**config.mk**
```make
export PLATFORM = sky130hd
export DESIGN_NAME = hello_scroller_flat
export DESIGN_NICKNAME = d
export VERILOG_FILES = /design/src/rtl/hello_scroller_if.sv /design/src/rtl/hello_scroller.sv /design/src/flat_wrapper.sv
export SDC_FILE = /design/constraint.sdc
export NUM_CORES = 1
export LEC_CHECK = 0
export BUFFER_PORTS_ARGS = -buffer_cell sky130_fd_sc_hd__buf_4
export CORE_AREA = 8 8 103 105
export CTS_CLUSTER_DIAMETER = 60
export DETAILED_ROUTE_END_ITERATION = 12
export DIE_AREA = 0 0 111 113
export PLACE_DENSITY_LB_ADDON = 0.05
export RECOVER_POWER = 50
export SLEW_MARGIN = 20
export SYNTH_ARGS = -nofsm -noshare
export SYNTH_HDL_FRONTEND = slang
export SYNTH_SLANG_ARGS = --single-unit
```
**constraint.sdc**
```tcl
create_clock -name clk -period 2.9 [get_ports clk]
set_input_delay 0.435 -clock clk [delete_from_list [all_inputs] [get_ports clk]]
set_output_delay 0.435 -clock clk [all_outputs]
set_load 0.02 [all_outputs]
```
**src/rtl/hello_scroller_if.sv**
```systemverilog
`default_nettype none
// +----------------------------------------------------------------------------+
// | hello_scroller_if : board-side control and display bundle for the scroller |
// | Rev 1.0                                                                    |
// +----------------------------------------------------------------------------+
interface hello_scroller_if #(
  parameter int N_DIGITS = 8
) ();
  logic                    load;
  logic [3*N_DIGITS-1:0]   load_data;
  logic [1:0]              mode;
  logic                    step;
  logic [3*N_DIGITS-1:0]   char_out;
  logic [7*N_DIGITS-1:0]   hex_out;
  logic                    tick;

  modport master (
    output load, load_data, mode, step,
    input  char_out, hex_out, tick
  );

  modport slave (
    input  load, load_data, mode, step,
    output char_out, hex_out, tick
  );
endinterface
`default_nettype wire

```
**src/rtl/hello_scroller.sv**
```systemverilog
`default_nettype none
// +----------------------------------------------------------------------------+
// | hello_scroller : rotating N-digit HELLO buffer with 7-segment decode       |
// | Rev 1.0                                                                    |
// +----------------------------------------------------------------------------+
module hello_scroller #(
  parameter int N_DIGITS = 8,
  parameter int TICK_DIV = 50000000
) (
  input  logic             clk,
  input  logic             rst_n,
  hello_scroller_if.slave  bus
);
  localparam int              c_W         = 3 * N_DIGITS;
  localparam int              c_CW        = (TICK_DIV > 1) ? $clog2(TICK_DIV) : 1;
  localparam logic [c_CW-1:0] c_CNT_TOP   = c_CW'(TICK_DIV - 1);
  localparam logic [1:0]      c_MODE_LEFT   = 2'b01;
  localparam logic [1:0]      c_MODE_RIGHT  = 2'b10;
  localparam logic [1:0]      c_MODE_MANUAL = 2'b11;
  localparam logic [14:0]     c_HELLO     = {3'd0, 3'd1, 3'd2, 3'd2, 3'd3};
  localparam logic [2:0]      c_BLANK     = 3'd4;

  // HELLO is placed from the leftmost slot downward and truncated for short displays.
  function automatic logic [c_W-1:0] f_reset_buf();
    logic [c_W-1:0] v;
    v = '0;
    for (int k = 0; k < N_DIGITS; k++) begin
      if (k < 5) v[3*(N_DIGITS-1-k) +: 3] = c_HELLO[3*(4-k) +: 3];
      else       v[3*(N_DIGITS-1-k) +: 3] = c_BLANK;
    end
    return v;
  endfunction

  localparam logic [c_W-1:0] c_RESET_BUF = f_reset_buf();

  // Returned as {g,f,e,d,c,b,a}, active low.
  function automatic logic [6:0] f_seg(input logic [2:0] code);
    logic [6:0] s;
    case (code)
      3'd0:    s = 7'b0001001;
      3'd1:    s = 7'b0000110;
      3'd2:    s = 7'b1000111;
      3'd3:    s = 7'b1000000;
      default: s = 7'b1111111;
    endcase
    return s;
  endfunction

  logic [c_W-1:0]  r_buf;
  logic [c_W-1:0]  w_buf_nxt;
  logic [c_CW-1:0] r_cnt;
  logic [c_CW-1:0] w_cnt_eff;
  logic [c_CW-1:0] w_cnt_nxt;
  logic [1:0]      r_mode_q;
  logic            r_step_q;
  logic            w_auto;
  logic            w_tick;
  logic            w_step_rise;
  logic            w_rot_left;
  logic            w_rot_right;

  always_comb begin
    w_auto      = (bus.mode == c_MODE_LEFT) || (bus.mode == c_MODE_RIGHT);
    // A fresh mode starts counting from zero in its very first cycle.
    w_cnt_eff   = (bus.mode != r_mode_q) ? '0 : r_cnt;
    w_tick      = w_auto && (w_cnt_eff == c_CNT_TOP);
    w_step_rise = bus.step & ~r_step_q;
    w_rot_left  = ((bus.mode == c_MODE_LEFT) && w_tick) ||
                  ((bus.mode == c_MODE_MANUAL) && w_step_rise);
    w_rot_right = (bus.mode == c_MODE_RIGHT) && w_tick;
  end

  always_comb begin
    w_buf_nxt = r_buf;
    if (bus.load)
      w_buf_nxt = bus.load_data;
    else if (w_rot_left)
      w_buf_nxt = {r_buf[c_W-4:0], r_buf[c_W-1 -: 3]};
    else if (w_rot_right)
      w_buf_nxt = {r_buf[2:0], r_buf[c_W-1:3]};

    w_cnt_nxt = '0;
    if (!bus.load && w_auto && !w_tick)
      w_cnt_nxt = w_cnt_eff + c_CW'(1);
  end

  always_ff @(posedge clk or negedge rst_n) begin
    if (!rst_n) begin
      r_buf    <= c_RESET_BUF;
      r_cnt    <= '0;
      r_mode_q <= 2'b00;
      r_step_q <= 1'b0;
    end else begin
      r_buf    <= w_buf_nxt;
      r_cnt    <= w_cnt_nxt;
      r_mode_q <= bus.mode;
      r_step_q <= bus.step;
    end
  end

  assign bus.char_out = r_buf;
  assign bus.tick     = w_tick;

  generate
    for (genvar gi = 0; gi < N_DIGITS; gi++) begin : g_hex
      assign bus.hex_out[7*gi +: 7] = f_seg(r_buf[3*gi +: 3]);
    end
  endgenerate
endmodule
`default_nettype wire

```
**src/flat_wrapper.sv**
```systemverilog
// flat-port wrapper written by rule: the top's interface ports become plain ports
module hello_scroller_flat 
#(
  parameter int N_DIGITS = 8,
  parameter int TICK_DIV = 50000000
)
  (clk, rst_n, bus_load, bus_load_data, bus_mode, bus_step, bus_char_out, bus_hex_out, bus_tick);
  hello_scroller_if #(.N_DIGITS(N_DIGITS)) bus_i ();
  input  logic clk;
  input  logic rst_n;
  input wire logic [$bits(bus_i.load)-1:0] bus_load;
  input wire logic [$bits(bus_i.load_data)-1:0] bus_load_data;
  input wire logic [$bits(bus_i.mode)-1:0] bus_mode;
  input wire logic [$bits(bus_i.step)-1:0] bus_step;
  output wire logic [$bits(bus_i.char_out)-1:0] bus_char_out;
  output wire logic [$bits(bus_i.hex_out)-1:0] bus_hex_out;
  output wire logic [$bits(bus_i.tick)-1:0] bus_tick;
  assign bus_i.load = bus_load;
  assign bus_i.load_data = bus_load_data;
  assign bus_i.mode = bus_mode;
  assign bus_i.step = bus_step;
  assign bus_char_out = bus_i.char_out;
  assign bus_hex_out = bus_i.hex_out;
  assign bus_tick = bus_i.tick;
  hello_scroller #(.N_DIGITS(N_DIGITS), .TICK_DIV(TICK_DIV)) u_core (.clk(clk), .rst_n(rst_n), .bus(bus_i));
endmodule
```
Word level (Yosys, flattened, before mapping)
Index checks and enable logic that the tools add are counted.
{"block": "op_classes", "n_eq_ne": 29, "bitwise_logic": 2, "mux": 13, "reduce_logical": 19, "add_sub_neg": 1}
{"op": "case mux 7 bit (4 select lines)", "n": 8}
{"op": "two-way mux 24 bit", "n": 3}
{"op": "two-way mux 26 bit", "n": 2}
{"op": "equality test 3 x 2 -> 1 bit (second input constant)", "n": 16}
{"op": "adder 26 x 1 -> 26 bit (second input constant)", "n": 1}
{"op": "equality test 26 bit (second input constant)", "n": 1}
{"op": "equality test 3 x 1 -> 1 bit (second input constant)", "n": 8}
{"op": "zero test 3 bit", "n": 8}
{"op": "logical AND 1 bit", "n": 6}
{"op": "equality test 2 bit (second input constant)", "n": 2}
{"op": "nonzero test 3 bit", "n": 1}
{"op": "equality test 2 x 1 -> 1 bit (second input constant)", "n": 1}
{"op": "zero test 1 bit", "n": 2}
{"op": "logical OR 1 bit", "n": 2}
{"op": "!= test 2 bit", "n": 1}
{"op": "bitwise AND 1 bit", "n": 1}
{"op": "NOT 1 bit", "n": 1}
{"block": "totals", "input_bits": 30, "out_inout_bits": 81, "regBits": 53}

Logic depth before layout (Yosys ltp)
{"block": "logic_depth", "word_depth": 8, "depth_mapped": 12, "ltp_nobuf": 8}

Worst setup path after synthesis
OpenSTA, ideal clock, no wires.
{"block": "synth_timing", "path_type": "input port to output port", "start": "in bus_mode[1]", "end": "out bus_tick", "arrival_ps": 2724, "path_slack_ps": -259, "stages": 7, "path_cell_list": "xnor2_1 -> and3_1 -> ha_1 -> clkbuf_1 -> nand4_1 -> or4_1 -> nor4_1"}
{"block": "synth_via", "elab_chain_len": 4, "word_cells_on_any_way": 7, "cone_classes": "eq/ne (4); mux (1); reduce/logical (2)"}
{"item": "start: declaration", "line_no": "flat_wrapper.sv:13", "rtl": "input wire logic [$bits(bus_i.mode)-1:0] bus_mode;"}
{"item": "!= test 2 bit", "line_no": "hello_scroller.sv:65", "rtl": "w_cnt_eff = (bus.mode != r_mode_q) ? '0 : r_cnt;"}
{"item": "two-way mux 26 bit", "line_no": "hello_scroller.sv:65"}
{"item": "equality test 26 bit", "line_no": "hello_scroller.sv:66", "rtl": "w_tick = w_auto && (w_cnt_eff == c_CNT_TOP);"}
{"item": "logical AND 1 bit (*)", "line_no": "hello_scroller.sv:66"}
{"item": "end: declaration", "line_no": "flat_wrapper.sv:17", "rtl": "output wire logic [$bits(bus_i.tick)-1:0] bus_tick;"}
Every way passes the cells marked *; elsewhere a longest branch is shown, timed or not.

Worst setup path after layout
{"block": "layout_timing", "start": "reg u_core.r_mode_q[1]", "end": "out bus_tick"}
{"block": "layout_via", "elab_chain_len": 4}
{"item": "start: declaration", "line_no": "hello_scroller.sv:54", "rtl": "logic [1:0] r_mode_q;"}
{"item": "start signal: assignment", "line_no": "hello_scroller.sv:96", "rtl": "r_mode_q <= bus.mode;"}
{"item": "!= test 2 bit", "line_no": "hello_scroller.sv:65"}
{"item": "two-way mux 26 bit", "line_no": "hello_scroller.sv:65"}
{"item": "equality test 26 bit", "line_no": "hello_scroller.sv:66"}
{"item": "logical AND 1 bit", "line_no": "hello_scroller.sv:66"}
No other way between the ends.

==> impl_metrics.env <==
export IMPL_ff2ff_path_depth=11
export IMPL_post_drt_wl_per_cell_um=19.6
export IMPL_vias_per_cell=6.07
export IMPL_p_int_mw=1.31
export IMPL_status="complete, no violations"
export IMPL_finalSetupViolations=0
export IMPL_hold_path_class="in2reg"
export IMPL_antenna_found_initial=0
export IMPL_crit_start="u_core.r_mode_q[1]$_DFF_PN0_"
export IMPL_min_path_cells=1
export IMPL_grt_pass1_vias=4345
export IMPL_synthCells=523
export IMPL_vdd_ir_drop_max_mv=0.182
export IMPL_numPortBuffers=110
export IMPL_cp_top_family="simple AND/OR/NAND/NOR gates"
export IMPL_seqCellArea_um2=1340
export IMPL_arrival_ps=2360
export IMPL_nets=633
export IMPL_slowest_delay_ps=450
export IMPL_rsz0062_at_grt="yes"
export IMPL_worst_path_buf_inv=1
export IMPL_synth_top_area_cell="dfrtp_1"
export IMPL_worstPathRequired_ps=2470
export IMPL_grt_first_pass_wirelength_um=22900
export IMPL_cts_root_buffer="clkbuf_8"
export IMPL_grt_max_degree=54
export IMPL_ys_seq_area_share_pct=31.1
export IMPL_worstMarginPinSlew_ps=1400
export IMPL_synthFlopType="dfrtp_1"
export IMPL_die_width_um=111
export IMPL_syn_nets=557
export IMPL_fin_cells=711
export IMPL_path_class="reg2out"
export IMPL_drc=0
export IMPL_crit_chain="xnor2_2 > and3_4 > ha_1 > nand4_1 > or4_4 > nor4_4 > buf_4"
export IMPL_dp_cells=701
export IMPL_netlist_area_leader_share_pct=26.2
export IMPL_syn2layout_area_growth_pct=20.3
export IMPL_avgSynthCellArea_um2=8.21
export IMPL_leakage_nw=2.26
export IMPL_die_h_um=113
export IMPL_coreArea_um2=8980
export IMPL_final_max_slew_viol_count=0
export IMPL_p_seq_share_pct=41.1
export IMPL_drt_iter0_drc=255
export IMPL_wl_um=13900
export IMPL_grt_usage_pct=21.8
export IMPL_final_util_pct=57.5
export IMPL_clk_pin_slew_ps=110
export IMPL_num_rows=35
export IMPL_fmax_mhz=358
export IMPL_r2r_start="u_core.r_mode_q[1]$_DFF_PN0_"
export IMPL_ant_nets=0
export IMPL_swShare_pct=36.5
export IMPL_min_from="bus_step"
export IMPL_hold_end="u_core.r_step_q$_DFF_PN0_"
export IMPL_startpoint_type="flip-flop"
export IMPL_r2r_end="u_core.bus.char_out[20]$_DFFE_PN0P_"
export IMPL_hold_violations=0
export IMPL_io_pins=111
export IMPL_cts_buffers=5
export IMPL_initial_core_util_pct=47.8
export IMPL_drt_pass1_iterations=5
export IMPL_p_sw_mw=0.754
export IMPL_multi_input_area_um2=2570
export IMPL_h_tree_depth=2
export IMPL_yosys_top_cells_count="nand2_1 (64), dfrtp_1 (45), clkbuf_1 (34)"
export IMPL_maxSlewHeadroom_pct=6.62
export IMPL_powerDensity_nw_per_um2=400
export IMPL_place_hpwl_um=9840
export IMPL_clk_latency_ps=320
export IMPL_ctsHoldBuffers=0
export IMPL_yosysWarnings=0
export IMPL_drv_cap=0
export IMPL_cp_end_kind="primary output"
export IMPL_worstPathMaxFanout=3
export IMPL_die_area_um2=12500
export IMPL_power_total_mw=2.06
export IMPL_clkSinkCount=53
export IMPL_clk_path_buf_depth=2
export IMPL_clkPwrFrac_pct=25.5
export IMPL_synth_most_common_cell="nand2_1"
export IMPL_drive_gt1_share_pct=23.2
export IMPL_r2r_slack_ps=310
export IMPL_n_fill_cell=871
export IMPL_p_comb_share_pct=33.4
export IMPL_synth_area_um2=4290
export IMPL_period_share_pct=96.3
export IMPL_gp_congestion=0.907
export IMPL_cts_tree="yes"
export IMPL_via_count=4313
export IMPL_gr_total_overflow=0
export IMPL_ys_seq_elements=53
export IMPL_slowest_stage="or4_4"
export IMPL_synth_distinct_cells=42
export IMPL_synth_edf_count=0
export IMPL_n_antenna_cell=0
export IMPL_period_minus_slack_ps=2790
export IMPL_async_reset_ff_share_pct=100
export IMPL_synth_area_leaders="dfrtp_1 (26%), a221oi_2 (7.0%), nand2_1 (5.6%), dfstp_2 (4.9%), o221ai_1 (4.9%)"
export IMPL_fin_skew_ps=9.95
layout by cell type (no fill, tap or decap), types with 2 or more instances in the layout:
| cell type | instances |
|---|---|
| a211oi_1 | 24 |
| a21oi_1 | 24 |
| a221oi_1 | 4 |
| a221oi_2 | 20 |
| and3_1 | 32 |
| buf_12 | 3 |
| buf_4 | 92 |
| clkbuf_1 | 35 |
| clkbuf_8 | 5 |
| dfrtp_1 | 45 |
| dfstp_1 | 5 |
| dfstp_2 | 3 |
| ha_1 | 4 |
| inv_1 | 30 |
| nand2_1 | 64 |
| nand3_1 | 17 |
| nand4_1 | 10 |
| nor2_1 | 30 |
| nor2b_1 | 24 |
| nor3_1 | 8 |
| nor4_1 | 6 |
| nor4_4 | 3 |
| o21ai_0 | 8 |
| o221ai_1 | 24 |
| or3_1 | 25 |
| or4_1 | 2 |
| xnor2_1 | 19 |
| xnor2_2 | 2 |
| xor2_1 | 13 |
state kept, by name (all words and copies together), names as in the netlist:
| signal | cells |
|---|---|
| u_core.r_cnt | 26 |
| u_core.bus.char_out | 24 |
| u_core.r_mode_q | 2 |
| u_core.r_step_q | 1 |
metrics by stage:
step	TNS, ps	setup WS (ps)	instance area, µm²	hold WS (ps)
after global placement	0	82.9	5130	531
after global routing	-17.6	-17.6	5160	250
after floorplan	-2490	-90.1	4300	139
after detailed placement	0	80.9	5130	533
after CTS	0	32.0	5260	190
final	0	106	5160	252
what timing repair did:
item                                   4_1_cts  5_1_grt
endpoints found under the hold margin        0        0
setup endpoints to repair                    1        6
gates resized for setup                      2        3
setup buffers                                1        0
pin swaps                                    1        6
power groups by stage:
stage	combinational, mW	sequential (mW)	clock [mW]
after floorplan	0.422	0.877	0
after global placement	0.717	0.863	0
after detailed placement	0.723	0.864	0
after CTS	0.728	0.850	0.530
after global routing	0.748	0.855	0.558
final	0.690	0.847	0.526
per-layer routing:
| layer | global-route usage [%] | wire [µm] | vias up |
|---|---|---|---|
| met5 | 0 | 0 | - |
| met4 | 6.94 | 279 | 0 |
| met3 | 4.13 | 894 | 25 |
| met2 | 39.6 | 7220 | 170 |
| met1 | 25.1 | 5540 | 2087 |
| li1 | - | - | 2031 |
final cells by class:
cell class                 count  share of cell area, %
clock inverter                 2                  0.679
timing repair buffer         131                   17.4
clock buffer                   6                   1.41
inverter                      30                   2.18
tap                          111                   2.69
sequential                    53                   25.9
multi-input combinational    378                   49.7
how the worst max path moves through the flow:
| stage | to | cells past startpoint |
|---|---|---|
| after floorplan | u_core.bus.char_out[11]$_DFFE_PN0P_ | 10 |
| after global placement | u_core.bus.char_out[3]$_DFFE_PN0P_ | 10 |
| after detailed placement | u_core.bus.char_out[3]$_DFFE_PN0P_ | 10 |
| after CTS | bus_tick | 7 |
| after global routing | bus_tick | 7 |
| final | bus_tick | 7 |
logic make-up after synthesis:
logic type | share of synthesized area [%]
compound gates | 21.7
xor+xnor | 6.94
fa+ha+maj | 1.17
buf+inv | 10.3
flops | 31.1
simple gates | 28.8
worst register-to-register path: stages (launching register included):
cell	delay, ps
dfrtp_1	420
xnor2_2	190
and3_4	220
ha_1	160
nand4_1	150
buf_4	180
nor4_4	190
o2111ai_2	180
nor3b_4	240
buf_8	190
buf_12	140
a221oi_2	260
No activity file was read; power rests on OpenSTA's default activity.
